[config.mk]
export PLATFORM = sky130hd
export DESIGN_NAME = clk_div_n
export DESIGN_NICKNAME = d
export VERILOG_FILES = /design/src/rtl/clk_div_n.sv
export SDC_FILE = /design/constraint.sdc
export NUM_CORES = 1
export LEC_CHECK = 0
export CAP_MARGIN = 0
export CORE_ASPECT_RATIO = 0.8
export CORE_MARGIN = 8
export CORE_UTILIZATION = 54
export DETAILED_ROUTE_END_ITERATION = 10
export GPL_ROUTABILITY_DRIVEN = 0
export PLACE_DENSITY = 0.83
export REMOVE_ABC_BUFFERS = 1
export SLEW_MARGIN = 15
export SYNTH_ARGS = -nofsm -noshare
export SYNTH_HDL_FRONTEND = slang
export SYNTH_SLANG_ARGS = --single-unit
[constraint.sdc]
create_clock -name clk_in -period 8.6 [get_ports clk_in]
set_clock_uncertainty 0.05 [all_clocks]
set_input_delay 2.15 -clock clk_in [delete_from_list [all_inputs] [get_ports clk_in]]
set_output_delay 2.15 -clock clk_in [all_outputs]
set_load 0.005 [all_outputs]
[src/rtl/clk_div_n.sv]
// clk_div_n: runtime-programmable integer clock divider with 50% duty cycle
// for both odd and even divisors. The posedge counter produces the first half
// of the high phase. A negedge copy of that flag adds the extra half cycle
// that odd divisors need. Divisor changes are deferred to period boundaries.
module clk_div_n #(
  parameter int WIDTH       = 8,
  parameter int DEFAULT_DIV = 5
) (
  input  logic             clk_in,
  input  logic             rst_n,
  input  logic             en,
  input  logic             load,
  input  logic [WIDTH-1:0] div,
  output logic             clk_out,
  output logic             tick,
  output logic             div_ack,
  output logic             div_err,
  output logic [WIDTH-1:0] cur_div
);

  typedef enum logic {IDLE, RUN} state_t;

  localparam logic [WIDTH-1:0] DEF = WIDTH'(DEFAULT_DIV);
  localparam logic [WIDTH-1:0] ONE = WIDTH'(1);
  localparam logic [WIDTH-1:0] TWO = WIDTH'(2);

  state_t           state_q, state_d;
  logic [WIDTH-1:0] cnt_q, cnt_d;
  logic [WIDTH-1:0] cur_q, cur_d;
  logic [WIDTH-1:0] pend_q, pend_d;
  logic             pf_q, pf_d;
  logic             pos_q, pos_d;
  logic             neg_q;
  logic             tick_q, tick_d;
  logic             ack_q, ack_d;
  logic             err_q, err_d;

  logic wrap, boundary, apply, load_ok;

  // A boundary is any IDLE edge or the last-count edge of a running period.
  // Only there can a new divisor or a stop take effect.
  assign wrap     = (state_q == RUN) && (cnt_q == cur_q - ONE);
  assign boundary = (state_q == IDLE) || wrap;
  assign apply    = boundary && pf_q;
  assign load_ok  = load && (div >= TWO);

  // State register
  always_ff @(posedge clk_in or negedge rst_n) begin
    if (!rst_n) state_q <= IDLE;
    else        state_q <= state_d;
  end

  // Next state: decide run/stop only at boundaries so periods are never cut short
  always_comb begin
    state_d = state_q;
    if (boundary) state_d = en ? RUN : IDLE;
  end

  // Datapath/outputs next values: counter, half-period flag, strobes, divisor bookkeeping
  always_comb begin
    cur_d  = apply ? pend_q : cur_q;
    ack_d  = apply;
    cnt_d  = '0;
    pos_d  = 1'b0;
    tick_d = 1'b0;
    if (state_d == RUN) begin
      // A new period (start from IDLE or wrap) always restarts at zero with the
      // divisor that is in effect after this edge.
      cnt_d  = boundary ? '0 : cnt_q + ONE;
      pos_d  = cnt_d < (cur_d >> 1);
      tick_d = (cnt_d == '0);
    end
    // A load on a boundary edge is latched after the old pending value is applied
    pend_d = load_ok ? div : pend_q;
    pf_d   = load_ok | (pf_q & ~apply);
    err_d  = load & ~load_ok;
  end

  // Posedge registers
  always_ff @(posedge clk_in or negedge rst_n) begin
    if (!rst_n) begin
      cnt_q  <= '0;
      cur_q  <= DEF;
      pend_q <= DEF;
      pf_q   <= 1'b0;
      pos_q  <= 1'b0;
      tick_q <= 1'b0;
      ack_q  <= 1'b0;
      err_q  <= 1'b0;
    end else begin
      cnt_q  <= cnt_d;
      cur_q  <= cur_d;
      pend_q <= pend_d;
      pf_q   <= pf_d;
      pos_q  <= pos_d;
      tick_q <= tick_d;
      ack_q  <= ack_d;
      err_q  <= err_d;
    end
  end

  // Negedge copy of the half-period flag: stretches odd-N high time by half a cycle
  always_ff @(negedge clk_in or negedge rst_n) begin
    if (!rst_n) neg_q <= 1'b0;
    else        neg_q <= pos_q;
  end

  // Both terms are flops and overlap, so the OR cannot glitch. At a wrap both
  // are low, so swapping between odd and even divisors is safe.
  assign clk_out = pos_q | (cur_q[0] & neg_q);
  assign tick    = tick_q;
  assign div_ack = ack_q;
  assign div_err = err_q;
  assign cur_div = cur_q;

endmodule

# After elaboration in Yosys (flattened, before gate mapping)
# Cells that the tools add are included.
[totals]
wordCells = 36
output_inout_bits = 12
ff_bits = 31
in_bits = 12
[op_classes]
muxes = 7
addsub = 2
n_bitwise = 8
n_reduce_logical = 5
order_cmp = 2
eq_ne = 1
[op_table]
columns = ["op", "count"]
rows = [
  ["8-bit two-way mux", 3],
  ["8-bit by 1-bit adder with 8-bit output (second input constant)", 1],
  ["8-bit equality test", 1],
  ["8-bit by 2-bit greater-or-equal comparator with 1-bit output (second input constant)", 1],
  ["8-bit zero test", 1],
  ["8-bit by 7-bit less-than comparator with 1-bit output", 1],
  ["8-bit by 1-bit subtractor with 8-bit output (second input constant)", 1],
  ["1-bit two-way mux", 4],
  ["1-bit AND", 3],
  ["1-bit logical AND", 3],
  ["1-bit inverter", 3],
  ["1-bit OR", 2],
  ["1-bit logical OR", 1],
]

# Logic depth before layout (Yosys ltp)
[depth]
ltp_word = 8
depth_mapped = 16

==> results.toml <==
[critical_path]
critPathSlowestCell = "clkdlybuf4s50_1"
worstReg2RegEnd = "neg_q"
crit_chain = "a21o_1 > clkdlybuf4s50_1"
r2r_setup_slack_ns = 3.70
cp.depth = 2
critPathMaxFanout = 1
slowest_delay_ns = 0.50
path_class = "reg2out"
r2r_start = "pos_q"
endpoint_kind = "primary output"
worstPathArrival_ns = 5.60
worstRegToRegCells = 0
required_ns = 6.40
cp_num_buf_inv = 1
cp-start-kind = "flop"
crit_family = "buffers and inverters"

[grt]
globalRouteOverflowTotal = 0
antenna_found_initial = 0
grt_pass1_wl_mm = 6.81
grt_max_degree = 32
grt_pass1_vias = 1425
grtUsageTotal = 0.163

[status]
outcome = "finished clean"

[sta]
hold_ws_ns = 0.434
drv_slew = 0
fin_ws_ns = 0.799
worst_pin_slew_ns = 0.509
slew_headroom = 0.658
hold_viol = 0
rsz0062_at_grt = "no"
fin_tns_setup_ns = 0
final-setup-viol-count = 0

[synthesis]
synth_warnings = 0
synth_cells = 179
ys_seq_area_frac = 0.427
synth_area_per_cell_um2 = 10.2
yosys.area.top_type_share = 0.356
async_flop_share = 1.00
synth_seq_cells = 31
synth_cell_types = 43
synthTopCellsByArea = "dfrtp_1 36%, dfstp_2 5.7%, nand2_1 5.7%, ha_1 5.5%, mux2i_1 4.9%"
synth_edf_count = 0
syn_area_mm2 = 0.00183
yosys.area.top_type = "dfrtp_1"
synth_ff_type = "dfrtp_1"

[drt]
wl_per_cell_um = 17.1
dr.pass1.iters = 4
wl_mm = 4.17
via_per_inst = 5.68
drt-initial-drc-count = 71
drc = 0
vias = 1386
ant_nets = 0

[cells_and_area]
fin_cells = 244
drive_gt1_frac = 0.139
nNetsFinal = 221
final_common_cell = "nand2_1"
n_fill_cell = 271
multi_input_area_um2 = 965
area_growth_pct = 19.2
diodes = 0
layout_common_cells = "28 x nand2_1, 26 x dfrtp_1, 23 x clkdlybuf4s50_1, 16 x nor2_1"
regArea_um2 = 781

[clocking]
htreeDepth = 2
post-cts-setup-buffer-count = 0
clock-sinks = 31
clock_tree.root_cell = "clkbuf_8"
cts.path.max_buffers = 2
cts_tree = "built"
cts_buffers = 5
ctsHoldBuffers = 0
clk_latency_ns = 0.28
clk_pin_slew_worst_paths_ns = 0.07
cts_resized = 0

[pwr]
clock_power_share = 0.465
vdd_drop_max_mv = 0.184
p_per_area_mw_per_mm2 = 144
seqPwrFrac = 0.489
power.internal_mw = 0.251
power_mw = 0.313
leakagePower_nw = 1.10
p_switching_mw = 0.0621
swShare = 0.198
combPwrFrac = 0.046

[placed_design]
hpwl_mm = 3.12
place_ws_ns = 1.12
placedCellCount = 236
io_buffers = 23

[worst_hold_path]
hold_depth = 2
hold_path.class = "reg2reg"
worstHoldStart = "pend_q[2]"
whs_endpoint = "pend_q[2]"

[floorplan]
rows = 19
dieArea_mm2 = 0.00551
die_w_um = 81.1
floorplan.die.height_um = 68.0
core_mm2 = 0.00333
initial_utilization = 0.549
io_pins = 24

[job]
drv_cap = 0
[per-stage QoR]
stage                util  area (um2)
floorplan               -        1760
global placement    0.620        2060
detailed placement  0.620        2060
CTS                 0.655        2180
global route        0.655        2180
finish              0.655        2180
[state kept, by name, summed over array words and instances (netlist names)]
register and cells:
cnt_q 8, cur_div 8, pend_q 8, div_ack 1
div_err 1, neg_q 1, pf_q 1, pos_q 1
state_q 1, tick 1
[cells in the mapped netlist (all sizes together) (4+ instances only)]
master and number:
nor3 4, buf 6, clkbuf 4, o21ai 5, dfstp 4, nand3 5, ha 8, nor2 16
and3 4, mux2 9, xnor2 7, inv 5, xor2 9, dfrtp 26, mux2i 9, nand2 29
[how the worst max path moves through the flow]
stage                      from       to  slack, ns
after floorplan           neg_q  clk_out       1.62
after global placement    neg_q  clk_out       1.14
after detailed placement  neg_q  clk_out       1.12
after CTS                 neg_q  clk_out       0.79
after global routing      neg_q  clk_out       0.77
final                     neg_q  clk_out       0.80
[final cells by class]
type | count | area share
Multi-Input combinational cell | 133 | 0.443
Sequential cell | 31 | 0.358
Clock inverter | 2 | 0.0161
Clock buffer | 6 | 0.0379
Timing Repair Buffer | 25 | 0.113
Tap cell | 42 | 0.0241
Inverter | 5 | 0.00861
[kinds of logic (layout without fill, tap and decap cells)]
| group | Yosys count | after routing | synth area share |
|---|---|---|---|
| AO/OA/AOI/OAI | 17 | 17 | 0.0808 |
| XOR/XNOR | 16 | 16 | 0.0767 |
| adder cells (fa/ha/maj) | 8 | 8 | 0.0548 |
| buffers and inverters | 15 | 38 | 0.0452 |
| flip-flops | 31 | 31 | 0.427 |
| multiplexers | 18 | 18 | 0.111 |
| AND/OR/NAND/NOR | 74 | 74 | 0.205 |
[power by group through the flow]
stage               combinational (mW)  clock, mW  sequential (mW)
floorplan                      0.00426          0            0.154
global placement                0.0137          0            0.155
detailed placement              0.0144          0            0.155
CTS                             0.0146      0.149            0.153
global route                    0.0161      0.155            0.153
finish                          0.0144      0.146            0.153
[routing by layer]
metal / global-route usage / wire length [um] / vias to the layer above
met5: 0 / 0 / -
met4: 0.0778 / 69 / 0
met1: 0.196 / 1840 / 695
met2: 0.269 / 2050 / 26
met3: 0.0446 / 207 / 7
li1: - / - / 658
No activity file was read; power rests on OpenSTA's default activity.
==> RTL change (config.mk and constraints unchanged) <==
Make the reset (`rst_n`) synchronous in 3 clocked blocks.
--- a/src/rtl/clk_div_n.sv
+++ b/src/rtl/clk_div_n.sv
@@ -45,7 +45,7 @@
   assign load_ok  = load && (div >= TWO);
 
   // State register
-  always_ff @(posedge clk_in or negedge rst_n) begin
+  always_ff @(posedge clk_in) begin
     if (!rst_n) state_q <= IDLE;
     else        state_q <= state_d;
   end
@@ -77,7 +77,7 @@
   end
 
   // Posedge registers
-  always_ff @(posedge clk_in or negedge rst_n) begin
+  always_ff @(posedge clk_in) begin
     if (!rst_n) begin
       cnt_q  <= '0;
       cur_q  <= DEF;
@@ -100,7 +100,7 @@
   end
 
   // Negedge copy of the half-period flag: stretches odd-N high time by half a cycle
-  always_ff @(negedge clk_in or negedge rst_n) begin
+  always_ff @(negedge clk_in) begin
     if (!rst_n) neg_q <= 1'b0;
     else        neg_q <= pos_q;
   end
Check against the original RTL: not checked (the comparison handles one clock edge and no latches or derived clocks); the edit may change what the design does.
==> RTL change against the unedited design <==
First-iteration DRC count increased by 130%. Area after synthesis is 3.6% lower. Count of clock-buffer cells in the layout rose by 1. Wire length fell by 9.6%. Worst setup slack improved by 77 ps. Global-route usage decreased by 1.2 points. Sequential cell count unchanged. Via count is 3.2% higher. Final area shrank 6.4%. Non-clock buffer count decreased by 2. Synthesized cell count increased by 11%. Critical endpoint unchanged. Highest routed layer unchanged.
Power is not compared: it rests on default switching activity, and its combinational part moved more than twofold at a synthesized area within 25%.
==> RTL change: results (changes against the unedited design) <==
[synthesis]
synthTopCellsByCount = 31 x dfxtp_1, 29 x nor2_1, 22 x nand2_1, 10 x a21oi_1
ys_top_cells_by_area = dfxtp_1 35%, nor2_1 6.2%, ha_1 5.7%
synthFlopType = dfxtp_1
ys_warn_count = 0  ; unchanged
async_flop_share_pct = 0  ; -100 points
synth_cell_types = 46  ; +7.0%
ys_seq_area_share_pct = 35.2  ; -7.5 points

[clocking]
h-tree-depth = 2  ; unchanged
cts_setup_buffers = 0  ; unchanged
cts_buffer_depth = 2  ; unchanged
clk_pin_slew_ps = 60
clock_latency_ps = 290
post_cts_resize_count = 0  ; unchanged
cts_root_buffer = clkbuf_8
cts_buffers = 5  ; unchanged

[critical_path]
crit_fanout = 1  ; unchanged
crit_arrival_ps = 5520  ; -80 ps
max_stage_delay_ps = 490
critPathSlowestCell = clkdlybuf4s50_1

[power_and_ir_drop]
cellLeakagePower_nw = 0.843
vdd_drop_max_mv = 0.109

[final_layout]
nNetsFinal = 239  ; +8.1%
fillers = 274  ; +1.1%
n_antenna_cell = 0  ; unchanged
drive_gt1_share_pct = 8.18  ; -5.7 points

[place]
post-place-ws_ps = 1120  ; +0.440 ps
io_buffer_count = 23  ; unchanged
place_hpwl_um = 2860  ; -8.4%

[global_routing]
grt_pass1_wl_um = 6280  ; -7.8%
grt_max_degree = 17  ; -47%
track_usage_pct = 15.1  ; -1.2 points
first_global_vias = 1306  ; -8.4%
antenna_found_initial = 0  ; unchanged

[sta]
worst_pin_slew_ps = 892  ; +383 ps

[drt]
dr.pass1.iters = 4  ; unchanged
vias = 1431  ; +3.2%
drtIter0Drc = 163  ; +130%
wire_per_inst_um = 14.5  ; -15%

[min_path]
hp-class = reg2reg

[status]
status = finished clean

RTL change: cell types whose count changed after synthesis, sizes merged, moves of 5 or more:
| cell | delta |
|---|---|
| nor2 | +13 |
| mux2 | -9 |
| a21oi | +9 |
| dfrtp | -26 |
| nand2 | -5 |
| dfxtp | +31 |
RTL change: path summary, 6_finish.rpt:
path	start	endpoint	slack, ps	depth (start not counted)
worst max register to register	pos_q	neg_q	3770	1
worst max-delay path	neg_q	clk_out	880	2
worst min register to register	pend_q[7]	pend_q[7]	410	2
worst min-delay path	pend_q[7]	pend_q[7]	410	2
RTL change: per-stage QoR:
stage	instances	area (sq um)
3_5_place_dp	252	1960
6_report	260	2040
2_1_floorplan	189	1680
3_3_place_gp	252	1960
5_1_grt	260	2040
4_1_cts	260	2040
RTL change: logic make-up after synthesis:
group	after synthesis	share of synthesized area (%)
AO/OA/AOI/OAI	31	15.4
XOR/XNOR	17	9.51
adder cells (fa/ha/maj)	8	5.68
buffers and inverters	18	6.46
flip-flops	31	35.2
multiplexers	8	4.54
AND/OR/NAND/NOR	86	23.2
RTL change: worst max-delay path: cells and delay by family (launching register included):
| kind | cells | cell delay, ps |
|---|---|---|
| buffers and inverters | 1 | 490 |
| AOI/OAI and AO/OA | 1 | 100 |
| DFF | 1 | 300 |
RTL change: routing by layer:
layer  global-route usage, %  share of wire (%)  vias up
met3                    4.84                6.8        7
li1                        -                  -      728
met2                    20.8                 40       37
met5                       0                  0        -
met4                    7.47                1.9        0
met1                    20.6                 51      659
RTL change: layout make-up:
class                      count  area, sq um  area share [%]
clock inverter                 2         8.76           0.429
timing repair buffer          23          230            11.3
sequential                    31          621            30.4
multi-input combinational    150         1030            50.4
inverter                       7         26.3            1.29
clock buffer                   7         76.3            3.74
tap                           40         50.0            2.45
RTL change: report_power, final:
group / internal (W) / total [W] / switching, W / leakage [nW]
clock network: 0.0000573 / 0.000113 / 0.0000556 / 0.0475
logic: 0.0000293 / 0.0000599 / 0.0000306 / 0.542
registers: 0.000151 / 0.000158 / 0.00000756 / 0.253
total: 0.000237 / 0.000331 / 0.0000937 / 0.843
